File: src/rtl/bp_cfg_loader_if.sv
// Config-link bundle between the boot sequencer (master) and the per-tile config network (slave).
interface bp_cfg_loader_if #(
    parameter int unsigned core_width_p     = 2,
    parameter int unsigned cfg_addr_width_p = 16,
    parameter int unsigned cfg_data_width_p = 32
) ();
    logic                        cfg_v_o;
    logic                        cfg_ready_i;
    logic [core_width_p-1:0]     cfg_core_o;
    logic [cfg_addr_width_p-1:0] cfg_addr_o;
    logic [cfg_data_width_p-1:0] cfg_data_o;
    logic                        cfg_ack_i;

    modport master (
        output cfg_v_o, cfg_core_o, cfg_addr_o, cfg_data_o,
        input  cfg_ready_i, cfg_ack_i
    );

    modport slave (
        input  cfg_v_o, cfg_core_o, cfg_addr_o, cfg_data_o,
        output cfg_ready_i, cfg_ack_i
    );
endinterface

File: src/rtl/bp_cfg_loader.sv
// Post-reset boot sequencer: freeze, core ID, boot PC per core, then unfreeze every core.
// Optional ack watchdog enabled by defining BP_CFG_LOADER_TIMEOUT_EN.
module bp_cfg_loader #(
    parameter int unsigned num_core_p        = 4,
    parameter int unsigned cfg_addr_width_p  = 16,
    parameter int unsigned cfg_data_width_p  = 32,
    parameter logic [31:0] boot_pc_p         = 32'h8000_0000,
    parameter int unsigned max_outstanding_p = 2,
    parameter int unsigned timeout_cycles_p  = 1024
) (
    input  logic               clk_i,
    input  logic               reset_n_i,
    input  logic               start_i,
    bp_cfg_loader_if.master    cfg_if,
    output logic               busy_o,
    output logic               done_o,
    output logic               error_o
);
    localparam int unsigned core_width_lp  = (num_core_p > 1) ? $clog2(num_core_p) : 1;
    localparam int unsigned outst_width_lp = $clog2(max_outstanding_p + 1);

    typedef enum logic [2:0] {
        S_IDLE, S_FREEZE, S_CORE_ID, S_NPC, S_UNFREEZE, S_DRAIN, S_DONE
    } state_e;

    state_e                      state_q, state_d;
    logic [core_width_lp-1:0]    core_q, core_d;
    logic [outst_width_lp-1:0]   outst_q, outst_d;
    logic                        error_q, error_d;
    logic                        done_q, done_d;
    logic [core_width_lp-1:0]    cfg_core_q, cfg_core_d;
    logic [cfg_addr_width_p-1:0] cfg_addr_q, cfg_addr_d;
    logic [cfg_data_width_p-1:0] cfg_data_q, cfg_data_d;

    logic write_phase, cfg_v, hs, ack, last_core;

    assign write_phase = (state_q == S_FREEZE) || (state_q == S_CORE_ID) ||
                         (state_q == S_NPC)    || (state_q == S_UNFREEZE);
    assign cfg_v       = write_phase && (outst_q < outst_width_lp'(max_outstanding_p));
    assign hs          = cfg_v && cfg_if.cfg_ready_i;
    assign ack         = cfg_if.cfg_ack_i;
    assign last_core   = (core_q == core_width_lp'(num_core_p - 1));

`ifdef BP_CFG_LOADER_TIMEOUT_EN
    localparam int unsigned wd_width_lp = $clog2(timeout_cycles_p + 1);
    logic [wd_width_lp-1:0] wd_q, wd_d;
    logic                   timeout;

    always_comb begin
        wd_d    = '0;
        timeout = 1'b0;
        if (!ack && (outst_q != '0)) begin
            wd_d    = wd_q + wd_width_lp'(1);
            timeout = (wd_q == wd_width_lp'(timeout_cycles_p - 1));
        end
    end

    always_ff @(posedge clk_i or negedge reset_n_i) begin
        if (!reset_n_i) wd_q <= '0;
        else            wd_q <= wd_d;
    end
`else
    logic [31:0] unused_timeout;
    logic        timeout;
    assign unused_timeout = 32'(timeout_cycles_p);
    assign timeout        = 1'b0;
`endif

    always_comb begin
        state_d = state_q;
        core_d  = core_q;
        outst_d = outst_q;
        error_d = error_q;
        done_d  = done_q;

        unique case (state_q)
            S_IDLE: if (start_i) begin
                state_d = S_FREEZE;
                core_d  = '0;
            end
            S_FREEZE:  if (hs) state_d = S_CORE_ID;
            S_CORE_ID: if (hs) state_d = S_NPC;
            S_NPC: if (hs) begin
                if (last_core) begin
                    state_d = S_UNFREEZE;
                    core_d  = '0;
                end else begin
                    state_d = S_FREEZE;
                    core_d  = core_q + core_width_lp'(1);
                end
            end
            S_UNFREEZE: if (hs) begin
                if (last_core) state_d = S_DRAIN;
                else           core_d  = core_q + core_width_lp'(1);
            end
            S_DRAIN: if (outst_q == '0) begin
                state_d = S_DONE;
                done_d  = 1'b1;
            end
            S_DONE:  state_d = S_DONE;
            default: state_d = S_IDLE;
        endcase

        // An ack with nothing outstanding is flagged but never underflows the count.
        if (hs && !ack) begin
            outst_d = outst_q + outst_width_lp'(1);
        end else if (ack && !hs) begin
            if (outst_q == '0) error_d = 1'b1;
            else               outst_d = outst_q - outst_width_lp'(1);
        end

        if (timeout) begin
            error_d = 1'b1;
            outst_d = '0;
            state_d = S_DONE;
            done_d  = 1'b0;
        end
    end

    // Write fields are decoded from the next state so they are flop outputs and hold during stalls.
    always_comb begin
        cfg_core_d = '0;
        cfg_addr_d = '0;
        cfg_data_d = '0;
        unique case (state_d)
            S_FREEZE: begin
                cfg_core_d = core_d;
                cfg_addr_d = cfg_addr_width_p'(1);
                cfg_data_d = cfg_data_width_p'(1);
            end
            S_CORE_ID: begin
                cfg_core_d = core_d;
                cfg_addr_d = cfg_addr_width_p'(2);
                cfg_data_d = cfg_data_width_p'(core_d);
            end
            S_NPC: begin
                cfg_core_d = core_d;
                cfg_addr_d = cfg_addr_width_p'(3);
                cfg_data_d = cfg_data_width_p'(boot_pc_p);
            end
            S_UNFREEZE: begin
                cfg_core_d = core_d;
                cfg_addr_d = cfg_addr_width_p'(1);
            end
            default: ;
        endcase
    end

    always_ff @(posedge clk_i or negedge reset_n_i) begin
        if (!reset_n_i) begin
            state_q    <= S_IDLE;
            core_q     <= '0;
            outst_q    <= '0;
            error_q    <= 1'b0;
            done_q     <= 1'b0;
            cfg_core_q <= '0;
            cfg_addr_q <= '0;
            cfg_data_q <= '0;
        end else begin
            state_q    <= state_d;
            core_q     <= core_d;
            outst_q    <= outst_d;
            error_q    <= error_d;
            done_q     <= done_d;
            cfg_core_q <= cfg_core_d;
            cfg_addr_q <= cfg_addr_d;
            cfg_data_q <= cfg_data_d;
        end
    end

    assign cfg_if.cfg_v_o    = cfg_v;
    assign cfg_if.cfg_core_o = cfg_core_q;
    assign cfg_if.cfg_addr_o = cfg_addr_q;
    assign cfg_if.cfg_data_o = cfg_data_q;
    assign busy_o            = (state_q != S_IDLE) && (state_q != S_DONE);
    assign done_o            = done_q;
    assign error_o           = error_q;
endmodule

File: src/flat_wrapper.sv
// flat-port wrapper written by rule: the top's interface ports become plain ports
module bp_cfg_loader_flat 
#(
    parameter int unsigned num_core_p        = 4,
    parameter int unsigned cfg_addr_width_p  = 16,
    parameter int unsigned cfg_data_width_p  = 32,
    parameter logic [31:0] boot_pc_p         = 32'h8000_0000,
    parameter int unsigned max_outstanding_p = 2,
    parameter int unsigned timeout_cycles_p  = 1024
)
  (clk_i, reset_n_i, start_i, busy_o, done_o, error_o, cfg_if_cfg_v_o, cfg_if_cfg_core_o, cfg_if_cfg_addr_o, cfg_if_cfg_data_o, cfg_if_cfg_ready_i, cfg_if_cfg_ack_i);
  bp_cfg_loader_if #(.core_width_p(2), .cfg_addr_width_p(cfg_addr_width_p), .cfg_data_width_p(cfg_data_width_p)) cfg_if_i ();
  input  logic clk_i;
  input  logic reset_n_i;
  input  logic start_i;
  output logic busy_o;
  output logic done_o;
  output logic error_o;
  output wire logic [$bits(cfg_if_i.cfg_v_o)-1:0] cfg_if_cfg_v_o;
  output wire logic [$bits(cfg_if_i.cfg_core_o)-1:0] cfg_if_cfg_core_o;
  output wire logic [$bits(cfg_if_i.cfg_addr_o)-1:0] cfg_if_cfg_addr_o;
  output wire logic [$bits(cfg_if_i.cfg_data_o)-1:0] cfg_if_cfg_data_o;
  input wire logic [$bits(cfg_if_i.cfg_ready_i)-1:0] cfg_if_cfg_ready_i;
  input wire logic [$bits(cfg_if_i.cfg_ack_i)-1:0] cfg_if_cfg_ack_i;
  assign cfg_if_cfg_v_o = cfg_if_i.cfg_v_o;
  assign cfg_if_cfg_core_o = cfg_if_i.cfg_core_o;
  assign cfg_if_cfg_addr_o = cfg_if_i.cfg_addr_o;
  assign cfg_if_cfg_data_o = cfg_if_i.cfg_data_o;
  assign cfg_if_i.cfg_ready_i = cfg_if_cfg_ready_i;
  assign cfg_if_i.cfg_ack_i = cfg_if_cfg_ack_i;
  bp_cfg_loader #(.num_core_p(num_core_p), .cfg_addr_width_p(cfg_addr_width_p), .cfg_data_width_p(cfg_data_width_p), .boot_pc_p(boot_pc_p), .max_outstanding_p(max_outstanding_p), .timeout_cycles_p(timeout_cycles_p)) u_core (.clk_i(clk_i), .reset_n_i(reset_n_i), .start_i(start_i), .cfg_if(cfg_if_i), .busy_o(busy_o), .done_o(done_o), .error_o(error_o));
endmodule
File: config.mk
export PLATFORM = sky130hd
export DESIGN_NAME = bp_cfg_loader_flat
export DESIGN_NICKNAME = d
export VERILOG_FILES = /design/src/rtl/bp_cfg_loader_if.sv /design/src/rtl/bp_cfg_loader.sv /design/src/flat_wrapper.sv
export SDC_FILE = /design/constraint.sdc
export NUM_CORES = 1
export LEC_CHECK = 0
export ABC_AREA = 1
export CORE_UTILIZATION = 41
export DETAILED_ROUTE_END_ITERATION = 7
export GPL_TIMING_DRIVEN = 0
export PLACE_DENSITY_LB_ADDON = 0.05
export SLEW_MARGIN = 10
export SYNTH_ARGS = -nofsm -noshare
export SYNTH_HDL_FRONTEND = slang
export SYNTH_SLANG_ARGS = --single-unit
File: constraint.sdc
create_clock -name clk_i -period 2.4 [get_ports clk_i]
set_clock_uncertainty 0.2 [all_clocks]
set_input_delay 0.6 -clock clk_i [delete_from_list [all_inputs] [get_ports clk_i]]
set_output_delay 0.6 -clock clk_i [all_outputs]
set_load 0.1 [all_outputs]
== Word level (Yosys, flattened, before mapping) ==
Index checks and enable logic that the tools add are counted.
Storage, ports and cells
  bits of input ports: 5
  bits in registers: 45
  word-level logic and storage cells: 66
  output and inout port bits: 54
Operators by class
  $add $sub $neg: 3
  bitwise gates (word level): 1
  magnitude comparators: 1
  muxes and demuxes: 21
  eq/ne operators: 13
  reductions and logical operators: 19
Operator list (count)
  32-bit one-hot mux with 3 select lines: 1
  3-bit two-way mux: 8
  3-bit one-hot mux with 7 select lines: 1
  2-bit two-way mux: 9
  3-bit by 2-bit == test with 1-bit output, second input constant: 4
  3-bit == test, second input constant: 4
  2-bit one-hot mux with 3 select lines: 2
  3-bit by 1-bit == test with 1-bit output, second input constant: 2
  1-bit logical AND: 5
  2-bit by 1-bit adder with 2-bit output, second input constant: 2
  2-bit AND reduction: 2
  4-bit OR reduction: 1
  3-bit zero test: 1
  1-bit logical OR: 3
  3-bit != test, second input constant: 1
  3-bit AND reduction: 1
  3-bit nonzero test: 1
  2-bit == test, second input constant: 1
  1-bit zero test: 2
  2-bit zero test: 1
  2-bit < comparator, second input constant: 1
  2-bit != test, second input constant: 1
  2-bit nonzero test: 1
  2-bit OR reduction: 1
  2 further kinds: 2

== Logic depth before layout (Yosys ltp) ==
  depth in word-level cells: 11
  mapped depth: 13
  depth with buffers taken out: 13

== Worst setup path after synthesis ==
Ideal clock, no wire load.
  path kind: register to output
  start: register u_core.state_q[2]
  end: output port busy_o
  slack: -0.307 ns
  required time: 1.600 ns
  cell stages (with the launch flop): 5
  data arrival time: 1.907 ns
  path buffers: 0
  cells stage by stage: dfrtp_1 inv_2 nand2_4 inv_1 nor2_1
On the way
  word-level cells in the longest chain between the ends: 2
  elaborated cells on any way between the ends: 3
  classes of those cells: eq/ne (1); reduce/logical (2)
Ends and longest elaborated chain
  start: declaration: RTL line bp_cfg_loader.sv:26  | state_e state_q, state_d;
  start signal: assignment: RTL line bp_cfg_loader.sv:160  | state_q <= state_d;
  3-bit != test or 3-bit nonzero test (tied branches): RTL line bp_cfg_loader.sv:175  | assign busy_o = (state_q != S_IDLE) && (state_q != S_DONE);
  1-bit logical AND *: RTL line bp_cfg_loader.sv:175
  end: declaration: RTL line flat_wrapper.sv:16  | output logic busy_o;
Every way passes the cells marked *; elsewhere a longest branch is shown, timed or not.

== Worst setup path after layout ==
  start: register u_core.state_q[0]
  end: output port busy_o
Same word-level chain as after synthesis.

==> key figures <==
Final layout
  – Ratio of cells with drive above 1 in the final layout: 29.5%
  – Most frequent cells in the layout: buf_4 (43), conb_1 (43), nand2_1 (32)
  – Fill count: between 200 and 300
  – End-of-flow core utilization: 57.3%
  – Nets: 236
  – Non-filler cells, final: roughly 260
  – Synthesis-to-layout area growth: 28.6%
  – Antenna fix cells: 0

Synth
  – Adder-cell share of the synthesized area: around 4.9%
  – Synth Register Bits: 16
  – Synthesized area: 1270 um2
  – Top cell type's share of synthesized area: 31.5%
  – Distinct cells, synth: 25
  – Avg Cell Area, Syn: 7.75 um2
  – Post-Syn Instances: 164
  – Largest family of logic cells by synthesized area: buffers and inverters
  – Post-synthesis xor/xnor area fraction: 2.07%
  – Mux cell area share after synthesis: 0%
  – Sequential area share after synthesis: 31.5%
  – Post-synthesis compound-gate area fraction: around 4.5%
  – Area leader, netlist: dfrtp_1
  – Synth Area in Simple Gates: roughly 25%
  – YS warnings: 0
  – Synth area leaders: dfrtp_1 (31%), buf_4 (25%), nand2_1 (9.4%)

Floorplan
  – Area of the die: 3330 um2
  – Initial core utilization: 44.6%
  – Io pins: 59
  – Core area: 2850 um2
  – Die width: between 50 and 60 um
  – Die height: approximately 58 um
  – Placement Rows: 19

Global route
  – Vias in the first global route: 869
  – Grt total ovfl: 0
  – GR Layer Usage met1: 17.3%
  – Met3 Use GR: 3.35%
  – GR peak layer: met2
  – Largest net degree at the start of global routing: 17
  – Met2 Use GR: a little over a quarter
  – First-pass GRT wire length: ~3.7 mm
  – Total track usage: 14.3%
  – Initial antenna violation count: 0

Setup path
  – Startpoint types: register
  – Crit end category: primary output
  – Critical Path RT: 1.60 ns
  – CP arrival: 1.51 ns
  – Worst Path Max Fanout: 6
  – WS Path Type: reg -> out

Detailed routing
  – Vias: 982
  – Wirelength per Cell: 8.71 um
  – Residual DRC count: 5
  – Routed vias/inst: about 3.9
  – DR pass1 iterations: 6
  – DRT iter0 DRCs: 20
  – Detailed Route WL: 2.22 mm
  – Antenna viol nets, final: 0

Place
  – Routability cong.: 0.867
  – Post-DP HPWL: a little under 2 mm
  – Placed instance count: 252
  – Pre-CTS WS: -0.465 ns
  – # port buffers: 15

Timing
  – Fin. max-slew vios: 0
  – RSZ-0062 raised after global routing: no
  – FMAX: 433 MHz
  – Tmin final: 2.31 ns
  – Post-route setup slack: between 0.09 and 0.1 ns
  – Final setup viols: 0
  – Slew HR: 35.8%
  – Worst-Margin Slew: 0.967 ns
  – Period utilization: 96.2%
  – Fin Setup TNS: 0 ns
  – Fin. Hold Viols: 0

Clock tree
  – Hold buffers post-CTS: 0
  – Clock Sinks: 16
  – Clock latency at the later pin of the worst-skew pair: 0.28 ns
  – H-tree depth: 1
  – Root cell of the clock tree: clkbuf_4
  – Clk buf depth: 2
  – CTS Buf Count: 3
  – CTS tree: built
  – Clock-pin slew on the worst setup and hold paths: 0.09 ns

Pwr
  – Leak: 1.01 nW
  – VDD IR max: 0.000601 V
  – Power density cells: 1260 nW/um2

Status
  – Failing checks: design-rule violations
  – Status: finished with violations

Job
  – Max_cap viols: 0

Hold path
  – Hold Path Class: reg -> reg
-- cell usage after synthesis --
library cell / n
buf_4: 43
nand2_1: 32
inv_1: 18
dfrtp_1: 16
nor2_1: 11
ha_1: 5
nand2_2: 5
a21oi_1: 4
nor2_2: 4
inv_2: 3
nand3_1: 3
nor3_1: 3
o21ai_0: 3
nand3_2: 2
xor2_1: 2
a21o_1: 1
and2_1: 1
conb_1: 1
nand2_4: 1
nand4_1: 1
nand4_4: 1
o22ai_1: 1
o32ai_1: 1
or2_2: 1
xnor2_1: 1
-- timing repair --
action | 4_1_cts | 5_1_grt
endpoints found under the hold margin | 0 | 0
endpoints found under the setup margin | 11 | 2
resized for setup | 20 | 2
buffers inserted | 0 | 0
-- sequential cells by signal, summed over array words and instances (netlist names) --
signal,count
u_core.cfg_if.cfg_addr_o,2
u_core.done_o,1
u_core.state_q,3
u_core.cfg_if.cfg_core_o,2
u_core.error_o,1
u_core.cfg_if.cfg_data_o,3
u_core.core_q,2
u_core.outst_q,2
-- routing by layer --
metal  vias up  part of all wire, %
li1        537                    -
met5         -                    0
met2        29                   54
met4         0                    0
met3         0                  5.9
met1       416                   40
-- worst max-delay path, cell delays in order (launching register included) --
cell and delay [ns]:
dfrtp_1 0.47, nor2_2 0.25, nand2_4 0.10, inv_1 0.09, nor2_2 0.04, clkbuf_4 0.27
-- stage by stage --
stage	hold WS, ns	area [um2]	power, mW
after global placement	0.241	1630	1.94
after floorplan	0.104	1440	1.71
after global routing	0.292	1640	2.20
final	0.263	1640	2.06
after detailed placement	0.252	1630	1.97
after CTS	0.268	1630	2.06
-- layout make-up --
class	count	area, um2	share of cell area (%)
multi-input cells	126	634	38.8
flip-flops and latches	16	400	24.5
plain buffers	43	323	19.7
repair buffers	15	138	8.42
inverters	21	78.8	4.82
well taps	31	38.8	2.37
clock buffers	3	22.5	1.38
-- worst paths after layout --
check / slack [ns] / cells past startpoint / to / from
setup / recovery: 0.09 / 5 / busy_o / u_core.state_q[0]
setup reg to reg: 0.30 / 8 / u_core.outst_q[1] / u_core.state_q[0]
max in group asynchronous: 1.03 / 1 / u_core.cfg_if.cfg_data_o[1] / reset_n_i
min in group asynchronous: 0.52 / 1 / u_core.outst_q[1] / reset_n_i
hold reg to reg: 0.26 / 1 / u_core.error_o / u_core.error_o
hold / removal: 0.26 / 1 / u_core.error_o / u_core.error_o
-- kinds of logic after synthesis --
group	Yosys count
other cells	1
fa+ha+maj	5
buf+inv	64
simple gates	65
flops	16
xor+xnor	3
compound gates	10
-- power breakdown --
group | internal (mW) | switching, mW | leakage [nW] | total (mW)
Sequential | 0.360 | 0.0719 | 0.204 | 0.432
Combinational | 0.330 | 1.17 | 0.794 | 1.50
Clock | 0.0582 | 0.0764 | 0.0138 | 0.135
Total | 0.748 | 1.31 | 1.01 | 2.06
Power figures use the tool's default switching activity.
